File: src/rtl/instr_fetch_unit.sv
// Instruction fetch unit: PC sequencing, prefetch FIFO, decode handshake, redirect flush.
// Optional performance counters are built only when FETCH_PERF_EN is defined.
module instr_fetch_unit #(
  parameter logic [31:0] RESET_PC   = 32'h0000_0000,
  parameter int          FIFO_DEPTH = 4
) (
  input  logic        clk,
  input  logic        rst,
  input  logic        fetch_en,
  output logic [31:0] imem_addr,
  input  logic [31:0] imem_rdata,
  output logic        if_valid,
  input  logic        if_ready,
  output logic [31:0] if_instr,
  output logic [31:0] if_pc,
  input  logic        redirect_valid,
  input  logic [31:0] redirect_pc,
  output logic [31:0] perf_fetched,
  output logic [31:0] perf_flushes
);

  localparam int PTR_W = $clog2(FIFO_DEPTH);
  localparam int CNT_W = PTR_W + 1;
  localparam logic [CNT_W-1:0] DEPTH_C = CNT_W'(FIFO_DEPTH);

  typedef enum logic {
    ST_IDLE  = 1'b0,
    ST_FETCH = 1'b1
  } state_t;

  state_t             state_q, state_d;
  logic [31:0]        pc_q, pc_d;
  logic [PTR_W-1:0]   wr_ptr_q, wr_ptr_d;
  logic [PTR_W-1:0]   rd_ptr_q, rd_ptr_d;
  logic [CNT_W-1:0]   count_q, count_d;
  logic [31:0]        instr_mem_q [FIFO_DEPTH];
  logic [31:0]        pc_mem_q    [FIFO_DEPTH];

  logic fifo_full;
  logic do_pop;
  logic do_push;

  // Redirect outranks both pop and push so no stale entry can leak out in the flush cycle.
  always_comb begin
    fifo_full = (count_q == DEPTH_C);
    do_pop    = (count_q != '0) && if_ready && !redirect_valid;
    do_push   = (state_q == ST_FETCH) && !redirect_valid && (!fifo_full || do_pop);
  end

  always_comb begin
    state_d  = fetch_en ? ST_FETCH : ST_IDLE;
    pc_d     = pc_q;
    wr_ptr_d = wr_ptr_q;
    rd_ptr_d = rd_ptr_q;
    count_d  = count_q;
    if (redirect_valid) begin
      pc_d     = {redirect_pc[31:2], 2'b00};
      wr_ptr_d = '0;
      rd_ptr_d = '0;
      count_d  = '0;
    end else begin
      if (do_push) begin
        pc_d     = pc_q + 32'd4;
        wr_ptr_d = wr_ptr_q + PTR_W'(1);
      end
      if (do_pop) begin
        rd_ptr_d = rd_ptr_q + PTR_W'(1);
      end
      case ({do_push, do_pop})
        2'b10:   count_d = count_q + CNT_W'(1);
        2'b01:   count_d = count_q - CNT_W'(1);
        default: count_d = count_q;
      endcase
    end
  end

  always_ff @(posedge clk or posedge rst) begin
    if (rst) begin
      state_q  <= ST_IDLE;
      pc_q     <= RESET_PC;
      wr_ptr_q <= '0;
      rd_ptr_q <= '0;
      count_q  <= '0;
      for (int i = 0; i < FIFO_DEPTH; i++) begin
        instr_mem_q[i] <= '0;
        pc_mem_q[i]    <= '0;
      end
    end else begin
      state_q  <= state_d;
      pc_q     <= pc_d;
      wr_ptr_q <= wr_ptr_d;
      rd_ptr_q <= rd_ptr_d;
      count_q  <= count_d;
      if (do_push) begin
        instr_mem_q[wr_ptr_q] <= imem_rdata;
        pc_mem_q[wr_ptr_q]    <= pc_q;
      end
    end
  end

  always_comb begin
    imem_addr = pc_q;
    if_valid  = (count_q != '0);
    if_instr  = if_valid ? instr_mem_q[rd_ptr_q] : 32'd0;
    if_pc     = if_valid ? pc_mem_q[rd_ptr_q] : 32'd0;
  end

`ifdef FETCH_PERF_EN
  logic [31:0] perf_fetched_q, perf_fetched_d;
  logic [31:0] perf_flushes_q, perf_flushes_d;

  always_comb begin
    perf_fetched_d = do_push ? perf_fetched_q + 32'd1 : perf_fetched_q;
    perf_flushes_d = redirect_valid ? perf_flushes_q + 32'd1 : perf_flushes_q;
  end

  always_ff @(posedge clk or posedge rst) begin
    if (rst) begin
      perf_fetched_q <= '0;
      perf_flushes_q <= '0;
    end else begin
      perf_fetched_q <= perf_fetched_d;
      perf_flushes_q <= perf_flushes_d;
    end
  end

  assign perf_fetched = perf_fetched_q;
  assign perf_flushes = perf_flushes_q;
`else
  assign perf_fetched = 32'd0;
  assign perf_flushes = 32'd0;
`endif

endmodule
File: config.mk
export PLATFORM = sky130hd
export DESIGN_NAME = instr_fetch_unit
export DESIGN_NICKNAME = d
export VERILOG_FILES = /design/src/rtl/instr_fetch_unit.sv
export SDC_FILE = /design/constraint.sdc
export NUM_CORES = 1
export LEC_CHECK = 0
export BUFFER_PORTS_ARGS = -buffer_cell sky130_fd_sc_hd__buf_2
export CORE_AREA = 2 2 189 191
export DETAILED_ROUTE_END_ITERATION = 8
export DIE_AREA = 0 0 191 193
export GPL_TIMING_DRIVEN = 0
export PLACE_DENSITY = 0.61
export SLEW_MARGIN = 20
export SYNTH_ARGS = -nofsm -noshare
export SYNTH_HDL_FRONTEND = slang
export SYNTH_SLANG_ARGS = --single-unit
File: constraint.sdc
create_clock -name clk -period 11.3 [get_ports clk]
set_input_delay 1.13 -clock clk [delete_from_list [all_inputs] [get_ports clk]]
set_output_delay 1.13 -clock clk [all_outputs]
set_load 0.02 [all_outputs]
### Word-level counts from Yosys, hierarchy flattened

Cells that the tools add are included.

* add/subtract/negate cells: 5
* order comparisons: 3
* eq/ne operators: 3
* multiplexer cells: 21
* bitwise operators: 2
* reduce and logical (&&, ||, !) cells: 12

Operators with widths (number)
* 32-bit two-way mux: 9
* 128-bit bitwise mux: 2
* 32-bit binary-select mux with 2-bit select: 2
* 32-bit demux with 2-bit select: 1
* 32-bit by 3-bit adder with 32-bit output, second input constant: 1
* 2-bit two-way mux: 4
* 3-bit >= comparator, second input constant: 2
* 2-bit inverter with 3-bit output: 2
* 3-bit one-hot mux with 2 select lines: 1
* 3-bit nonzero test: 2
* 1-bit logical AND: 5
* 2-bit by 1-bit adder with 2-bit output, second input constant: 2
* 2-bit nonzero test: 2
* 3-bit by 1-bit adder with 3-bit output, second input constant: 1
* 3-bit == test, second input constant: 1
* 3-bit by 1-bit less-than comparator with 1-bit output, second input constant: 1
* 3-bit two-way mux: 1
* 3-bit by 1-bit subtractor with 3-bit output, second input constant: 1
* 2-bit by 1-bit == test with 1-bit output, second input constant: 1
* 2-bit == test, second input constant: 1
* 1-bit zero test: 2
* 1-bit logical OR: 1
* 1-bit two-way mux: 1

* register bits after elaboration: 296
* input port bits: 69
* output and inout bits: 161
* word-level logic and storage cells: 59

### Logic depth before layout (Yosys ltp)

Gate-level depths: netlist of run 1.

* word-level depth: 8
* gate-level depth with buffers: 9

### Worst setup path before layout of run 1

No wires, ideal clock.

* kind: flip-flop to output port
* from: reg rd_ptr_q[0]
* to: out if_pc[10]
* arrival time: 1.949 ns
* path slack: 8.221 ns
* cell stages (with the launch flop): 6
* path buffers: 3
* cell sequence: dfrtp_1 buf_2 buf_1 clkbuf_1 mux4_2 and2_1

* word-level cells in the longest chain between the ends: 5

RTL lines
* start: declaration: line 34 `logic [PTR_W-1:0] rd_ptr_q, rd_ptr_d;`
* start signal: assignment: line 92 `rd_ptr_q <= rd_ptr_d;`
* 2-bit inverter with 3-bit output (not written as such): line 105 `if_pc = if_valid ? pc_mem_q[rd_ptr_q] : 32'd0;`
* 32-bit binary-select mux with 2-bit select: line 105
* 32-bit two-way mux (not written as such) (2 in series): line 105
* 32-bit two-way mux: line 105
* end: declaration: line 15 `output logic [31:0] if_pc,`

Every way passes these cells. The select of a mux whose other input is x is not followed.

### Worst setup path after layout of run 1

* from: reg rd_ptr_q[1]
* to: out if_pc[12]

Same word-level chain as after synthesis.

==> flow_metrics.py, run 1 <==
metrics = {
    "synth": {
        "ys.flop_type": "dfrtp_1",
        "synth_top_family_by_area": "multiplexers",
        "synth-seq-area-share": 0.519,
        "ys_ff_latch": 286,
        "synthXorXnorAreaFrac": 0.0178,
        "syn_area_per_cell_um2": 13.5,
        "ys_warn_count": 0,
        "synth-adder-area-share": 0.00599,
        "syn_inst": 1022,
        "post_synth_and_or_nand_nor_area_fraction": 0.0785,
        "synth-edff-count": 0,
        "synth_compound_area_frac": 0.0236,
        "synth_mux_area_frac": 0.290,
        "syn_area_um2": 13800,
        "synth.distinct_cells": 39,
        "ys_async_sr_fraction": 1.00,
    },
    "clock_tree": {
        "hold_buffers": 0,
        "cts_buffers": 30,
        "cts.sink_count": 286,
        "cts-root-buf": "clkbuf_16",
        "htreeDepth": 1,
        "clk_pin_slew_ns": 0.06,
        "cts_tree": "yes",
        "clock_latency_ns": 0.55,
        "cts_resized": 0,
        "post-cts-setup-buffers": 0,
        "clockBufferDepth": 3,
    },
    "sta": {
        "finalWorstSetupSlack_ns": 6.93,
        "report.final.slew_viol_count": 0,
        "skew_ns": 0.0101,
        "setup_viol": 0,
        "rsz0062_at_grt": "false",
        "max_slew.worst_pin.slew_ns": 1.02,
        "fin_crit_ns": 4.37,
        "clock.fmax_ghz": 0.229,
        "post-route-period-util": 0.386,
        "finalHoldViolations": 0,
        "slew_headroom": 0.321,
    },
    "outcome": {
        "outcome": "finished, final reports clean",
    },
    "cells_and_area": {
        "final_common_cell": "dfrtp_1",
        "most-common-layout-cells": "dfrtp_1 (286), mux2_2 (225), buf_2 (181)",
        "drive_gt1_frac": 0.467,
        "nFillCells": 3238,
        "seq_area_um2": 7160,
        "final_cells": 1767,
        "area_growth_pct": 20.4,
        "multi_input_area_um2": 5980,
        "nNetsFinal": 1357,
    },
    "floorplan": {
        "fp.dieW_um": 191,
        "num_rows": 69,
        "core_area_um2": 35000,
        "die-area_um2": 36900,
        "start_util": 0.394,
        "num_io_pins": 230,
        "die_h_um": 193,
    },
    "setup_path": {
        "criticalPathCategory": "flop to output pin",
        "rrSetupSlack_ns": 8.62,
        "cp_max_fo": 10,
        "endpoint_kind": "output pin",
        "required_ns": 10.17,
        "arrival_ns": 3.24,
        "startpoint_type": "flop",
    },
    "global_route": {
        "grt_pass1_vias": 8923,
        "grt_max_degree": 94,
        "antenna_found_initial": 0,
        "overflow": 0,
        "grt_util_all_layers": 0.179,
        "grt_pass1_wl_um": 51400,
    },
    "power": {
        "max-vdd-ir-drop_v": 0.000119,
        "power.density_nw_per_um2": 218,
        "switching_share": 0.291,
        "clkPwrFrac": 0.300,
        "power.switching_mw": 1.05,
        "p_seq_frac": 0.419,
        "combPwrFrac": 0.281,
        "p_int_mw": 2.56,
        "p_total_mw": 3.61,
        "p_leak_nw": 7.79,
    },
    "route": {
        "wl_um": 32600,
        "drtIter0Drc": 335,
        "drt-vias-per-instance": 4.91,
        "num_vias": 8670,
        "detail-route-antenna-nets": 0,
        "first_pass_iters": 4,
        "wl_per_cell_um": 18.4,
        "post-route-drc-count": 0,
    },
    "place": {
        "placed_cells": 1711,
        "gp_congestion": 0.749,
        "portBuffers": 158,
        "dpl.hpwl_um": 22400,
        "post-place-ws_ns": 7.38,
    },
    "min_path": {
        "hold_class": "flop to flop",
    },
    "job": {
        "cap_violations": 0,
    },
}
## area by class of cell
type	count	area share
clock inverters	12	0.0114
flip-flops and latches	286	0.431
clock buffers	43	0.0549
plain buffers	137	0.0513
inverters	10	0.00272
well taps	461	0.0348
multi-input cells	656	0.361
repair buffers	161	0.0526
diodes	1	0.000151
## path summary, 6_finish.rpt
path / startpoint / to / cells past startpoint
worst max register to register: count_q[1]$_DFFE_PP0P_ / pc_mem_q[78]$_DFFE_PP0P_ / 7
max in group asynchronous: rst / pc_mem_q[17]$_DFFE_PP0P_ / 4
worst min register to register: pc_mem_q[120]$_DFFE_PP0P_ / pc_mem_q[120]$_DFFE_PP0P_ / 2
min in group asynchronous: rst / instr_mem_q[77]$_DFFE_PP0P_ / 2
worst min-delay path: pc_mem_q[120]$_DFFE_PP0P_ / pc_mem_q[120]$_DFFE_PP0P_ / 2
worst max-delay path: rd_ptr_q[1]$_DFFE_PP0P_ / if_pc[12] / 6
## Yosys cell counts, types with 10 or more instances
| cell type | n | area, µm² |
|---|---|---|
| mux2_2 | 225 | 2530 |
| dfrtp_1 | 286 | 7160 |
| mux4_2 | 62 | 1400 |
| buf_2 | 23 | 115 |
| nand3_1 | 16 | 80.1 |
| and2_1 | 69 | 432 |
| o21ai_0 | 43 | 215 |
| inv_1 | 10 | 37.5 |
| nand2_1 | 66 | 248 |
| buf_4 | 80 | 601 |
| nor3_1 | 10 | 50.1 |
| xnor2_1 | 19 | 166 |
| nor2_1 | 12 | 45.0 |
| clkbuf_1 | 27 | 101 |
## power by group through the flow
stage	logic [mW]	registers (mW)	clock network (mW)
CTS	1.04	1.51	1.11
detailed placement	1.03	1.53	0
floorplan	0.774	1.48	0
global route	1.11	1.55	1.15
finish	1.02	1.51	1.08
global placement	1.01	1.52	0
## per-layer routing
metal / GRT usage / wire (µm) / up-vias
met1: 0.262 / 15400 / 4398
met3: 0.0214 / 1410 / 40
met5: 0 / 0 / -
met2: 0.288 / 15200 / 204
li1: - / - / 4028
met4: 0.0358 / 576 / 0
## through the flow
step | TNS [ns] | utilization | instance area, µm² | hold slack, ns
floorplan | 0 | - | 14000 | 0.445
global placement | -316.86 | 0.440 | 15400 | 0.457
detailed placement | 0 | 0.443 | 15500 | 0.470
CTS | 0 | 0.474 | 16600 | 0.484
global route | 0 | 0.474 | 16600 | 0.503
finish | 0 | 0.474 | 16600 | 0.480
## logic make-up (layout without fill, tap and decap cells)
group           count (synthesis)  count (layout)
compound gates                 58              58
xor+xnor                       28              28
fa+ha+maj                       6               6
buf+inv                       147             363
flops                         286             286
mux                           293             293
other cells                     1              69
simple gates                  203             203
## sequential cells by signal, summed over array words and instances (netlist names)
| name | cells |
|---|---|
| count_q | 3 |
| pc_mem_q | 120 |
| state_q | 1 |
| wr_ptr_q | 2 |
| imem_addr | 30 |
| rd_ptr_q | 2 |
| instr_mem_q | 128 |
## worst max-delay path: stages (launching register included)
cell and delay [ns]:
dfrtp_1 0.31, buf_2 0.31, clkbuf_1 0.64, clkbuf_1 0.63, mux4_2 0.42, and2_1 0.20
buf_2 0.17
Power figures use the tool's default switching activity.
==> run 2, diff against run 1 <==
--- a/config.mk
+++ b/config.mk
@@ -5,10 +5,11 @@
 export SDC_FILE = /design/constraint.sdc
 export NUM_CORES = 1
 export LEC_CHECK = 0
+export ABC_AREA = 1
 export BUFFER_PORTS_ARGS = -buffer_cell sky130_fd_sc_hd__buf_2
-export CORE_AREA = 2 2 189 191
+export CORE_AREA = 2 2 192 194
 export DETAILED_ROUTE_END_ITERATION = 8
-export DIE_AREA = 0 0 191 193
+export DIE_AREA = 0 0 194 196
 export GPL_TIMING_DRIVEN = 0
 export PLACE_DENSITY = 0.61
 export SLEW_MARGIN = 20
==> constraint.sdc (replaced) <==
create_clock -name clk -period 4.2 [get_ports clk]
set_input_delay 0.42 -clock clk [delete_from_list [all_inputs] [get_ports clk]]
set_output_delay 0.42 -clock clk [all_outputs]
set_load 0.02 [all_outputs]
==> flow_metrics.py, run 2 <==
metrics = {
    "outcome": {
        "outcome": "finished, final reports clean",
    },
    "sta": {
        "finalWorstSetupSlack_ns": 1.04,
        "skew_ns": 0.0175,
        "post-route-period-util": 0.752,
        "fin_crit_ns": 3.16,
        "clock.fmax_ghz": 0.316,
        "rsz0062_at_grt": "false",
        "setup_viol": 0,
        "report.final.slew_viol_count": 0,
        "slew_headroom": 0.558,
        "max_slew.worst_pin.slew_ns": 0.663,
        "finalHoldViolations": 0,
    },
    "floorplan": {
        "fp.dieW_um": 194,
        "die-area_um2": 38000,
        "core_area_um2": 36100,
        "num_io_pins": 230,
        "num_rows": 70,
        "start_util": 0.396,
        "die_h_um": 196,
    },
    "cells_and_area": {
        "seq_area_um2": 7160,
        "largest_reg_flops": 128,
        "largest-register": "instr_mem_q",
        "antenna_cells": 0,
        "nNetsFinal": 2172,
        "area_growth_pct": 20.0,
        "drive_gt1_frac": 0.168,
        "multi_input_area_um2": 5840,
        "nFillCells": 3670,
        "most-common-layout-cells": "nand2_1 (435), nor2_1 (305), dfrtp_1 (286)",
        "final_common_cell": "nand2_1",
    },
    "clock_tree": {
        "clockBufferDepth": 3,
        "cts_tree": "yes",
        "clock_latency_ns": 0.58,
        "cts.sink_count": 286,
        "cts-root-buf": "clkbuf_16",
        "cts_resized": 0,
        "htreeDepth": 1,
        "clk_pin_slew_ns": 0.06,
        "cts_buffers": 31,
    },
    "setup_path": {
        "endpoint_kind": "output pin",
        "crit_top_cell": "buf_2",
        "startpoint_type": "flop",
        "r2r-start": "count_q[1]$_DFFE_PP0P_",
        "critPathMaxStageDelay_ns": 0.46,
        "arrival_ns": 2.74,
        "cp_max_fo": 10,
        "required_ns": 3.78,
        "criticalPathCategory": "flop to output pin",
        "slowest_stage": "clkbuf_1",
        "r2r_end": "count_q[2]$_DFFE_PP0P_",
        "rrSetupSlack_ns": 2.15,
        "rr_worst_depth": 9,
        "crit_chain": "buf_2 -> inv_2 -> buf_2 -> clkbuf_1 -> o21ai_0 -> a21oi_1 -> buf_2",
    },
    "route": {
        "detail-route-antenna-nets": 0,
        "wl_per_cell_um": 17.2,
        "drtIter0Drc": 971,
        "post-route-drc-count": 0,
        "wl_um": 44700,
        "num_vias": 13000,
        "first_pass_iters": 6,
        "drt-vias-per-instance": 5.03,
    },
    "synth": {
        "ys_warn_count": 0,
        "ys_ff_latch": 286,
        "yosys-top-cells-area": "dfrtp_1 (50%), nand2_1 (11%), o21ai_1 (8.2%)",
        "syn_area_um2": 14300,
        "ys.flop_type": "dfrtp_1",
        "synth.most_common_cell": "nand2_1",
        "synth.distinct_cells": 30,
        "ys_async_sr_fraction": 1.00,
        "yosysTopAreaCellShare": 0.501,
        "syn_inst": 1826,
        "synth-edff-count": 0,
        "yosysTopAreaCell": "dfrtp_1",
        "syn_area_per_cell_um2": 7.82,
        "yosys-top-cells-count": "nand2_1 (435), nor2_1 (305), dfrtp_1 (286)",
        "synth-seq-area-share": 0.501,
    },
    "min_path": {
        "min_from": "redirect_pc[2]",
        "whs_path_depth": 3,
        "hold_class": "primary input to flop",
        "whs_endpoint": "imem_addr[2]$_DFFE_PP0N_",
    },
    "global_route": {
        "grt_max_degree": 35,
        "grt_util_all_layers": 0.232,
        "grt_pass1_vias": 12600,
        "grt_pass1_wl_um": 70500,
        "antenna_found_initial": 0,
        "overflow": 0,
    },
    "power": {
        "max-vdd-ir-drop_v": 0.000357,
        "p_total_mw": 8.96,
        "p_leak_nw": 8.56,
        "power.density_nw_per_um2": 523,
    },
    "place": {
        "dpl.hpwl_um": 31800,
        "post-place-ws_ns": 1.60,
        "portBuffers": 159,
        "gp_congestion": 0.939,
    },
    "job": {
        "cap_violations": 0,
    },
}
[run 2: where the power goes]
part           switching, mW  total [mW]  internal [mW]
clock network           1.15        2.67           1.52
registers              0.450        4.01           3.56
logic                   1.44        2.28          0.837
total                   3.04        8.96           5.91
[run 2: area by class of cell]
cell class / count / share of cell area
Sequential cell: 286 / 0.418
Multi-Input combinational cell: 1333 / 0.341
Buffer: 175 / 0.0678
Timing Repair Buffer: 171 / 0.0597
Clock buffer: 45 / 0.0513
Tap cell: 468 / 0.0342
Inverter: 99 / 0.0220
Clock inverter: 13 / 0.00650
[run 2: metal layers]
layer	track usage	vias to the layer above	wire [µm]
met2	0.386	469	20900
met4	0.0556	0	1020
met5	0	-	0
li1	-	6284	-
met1	0.321	6195	19800
met3	0.0342	68	2970
[run 2: worst max path at each step]
stage                                  to  slack, ns                    start
6_report                     if_instr[14]       1.04  rd_ptr_q[0]$_DFFE_PP0P_
4_1_cts                         if_pc[21]       0.98  rd_ptr_q[0]$_DFFE_PP0P_
3_3_place_gp   instr_mem_q[3]$_DFFE_PP0P_      -1.87                      rst
5_1_grt                      if_instr[11]       0.90  rd_ptr_q[0]$_DFFE_PP0P_
3_5_place_dp                    if_pc[12]       1.60  rd_ptr_q[0]$_DFFE_PP0P_
2_1_floorplan      count_q[0]$_DFFE_PP0P_      -0.01                      rst
[run 2: per-stage QoR]
stage          hold WS, ns   util  setup TNS (ns)  cells  cell area (µm²)
6_report            0.0770  0.475               0   2590            17100
5_1_grt             0.0727  0.475               0   2590            17100
4_1_cts             0.0620  0.475               0   2590            17100
3_5_place_dp         0.466  0.447               0   2530            16100
3_3_place_gp         0.460  0.441         -530.46   2520            15900
2_1_floorplan        0.448      -           -3.21   1893            14500
[run 2: timing repair]
item	in CTS	in global routing
endpoints found under the hold margin	19	0
buffers inserted	0	0
hold buffers	2	0
[run 2: cells by family (layout without fill, tap and decap cells)]
group,count (synthesis),after routing,share of synthesized area
buffers and inverters,274,503,0.107
and+or+nand+nor,775,775,0.209
adders and majority gates,6,6,0.00578
DFF,286,286,0.501
other,1,68,0.000263
AOI/OAI and AO/OA,474,474,0.170
xor gates and xnor gates,10,10,0.00613
[run 2: critical path: cells and delay by family, from the launching register on]
family                 cells  cell delay [ns]
buffers and inverters      5             1.33
AO/OA/AOI/OAI              2             0.46
flip-flops                 1             0.35
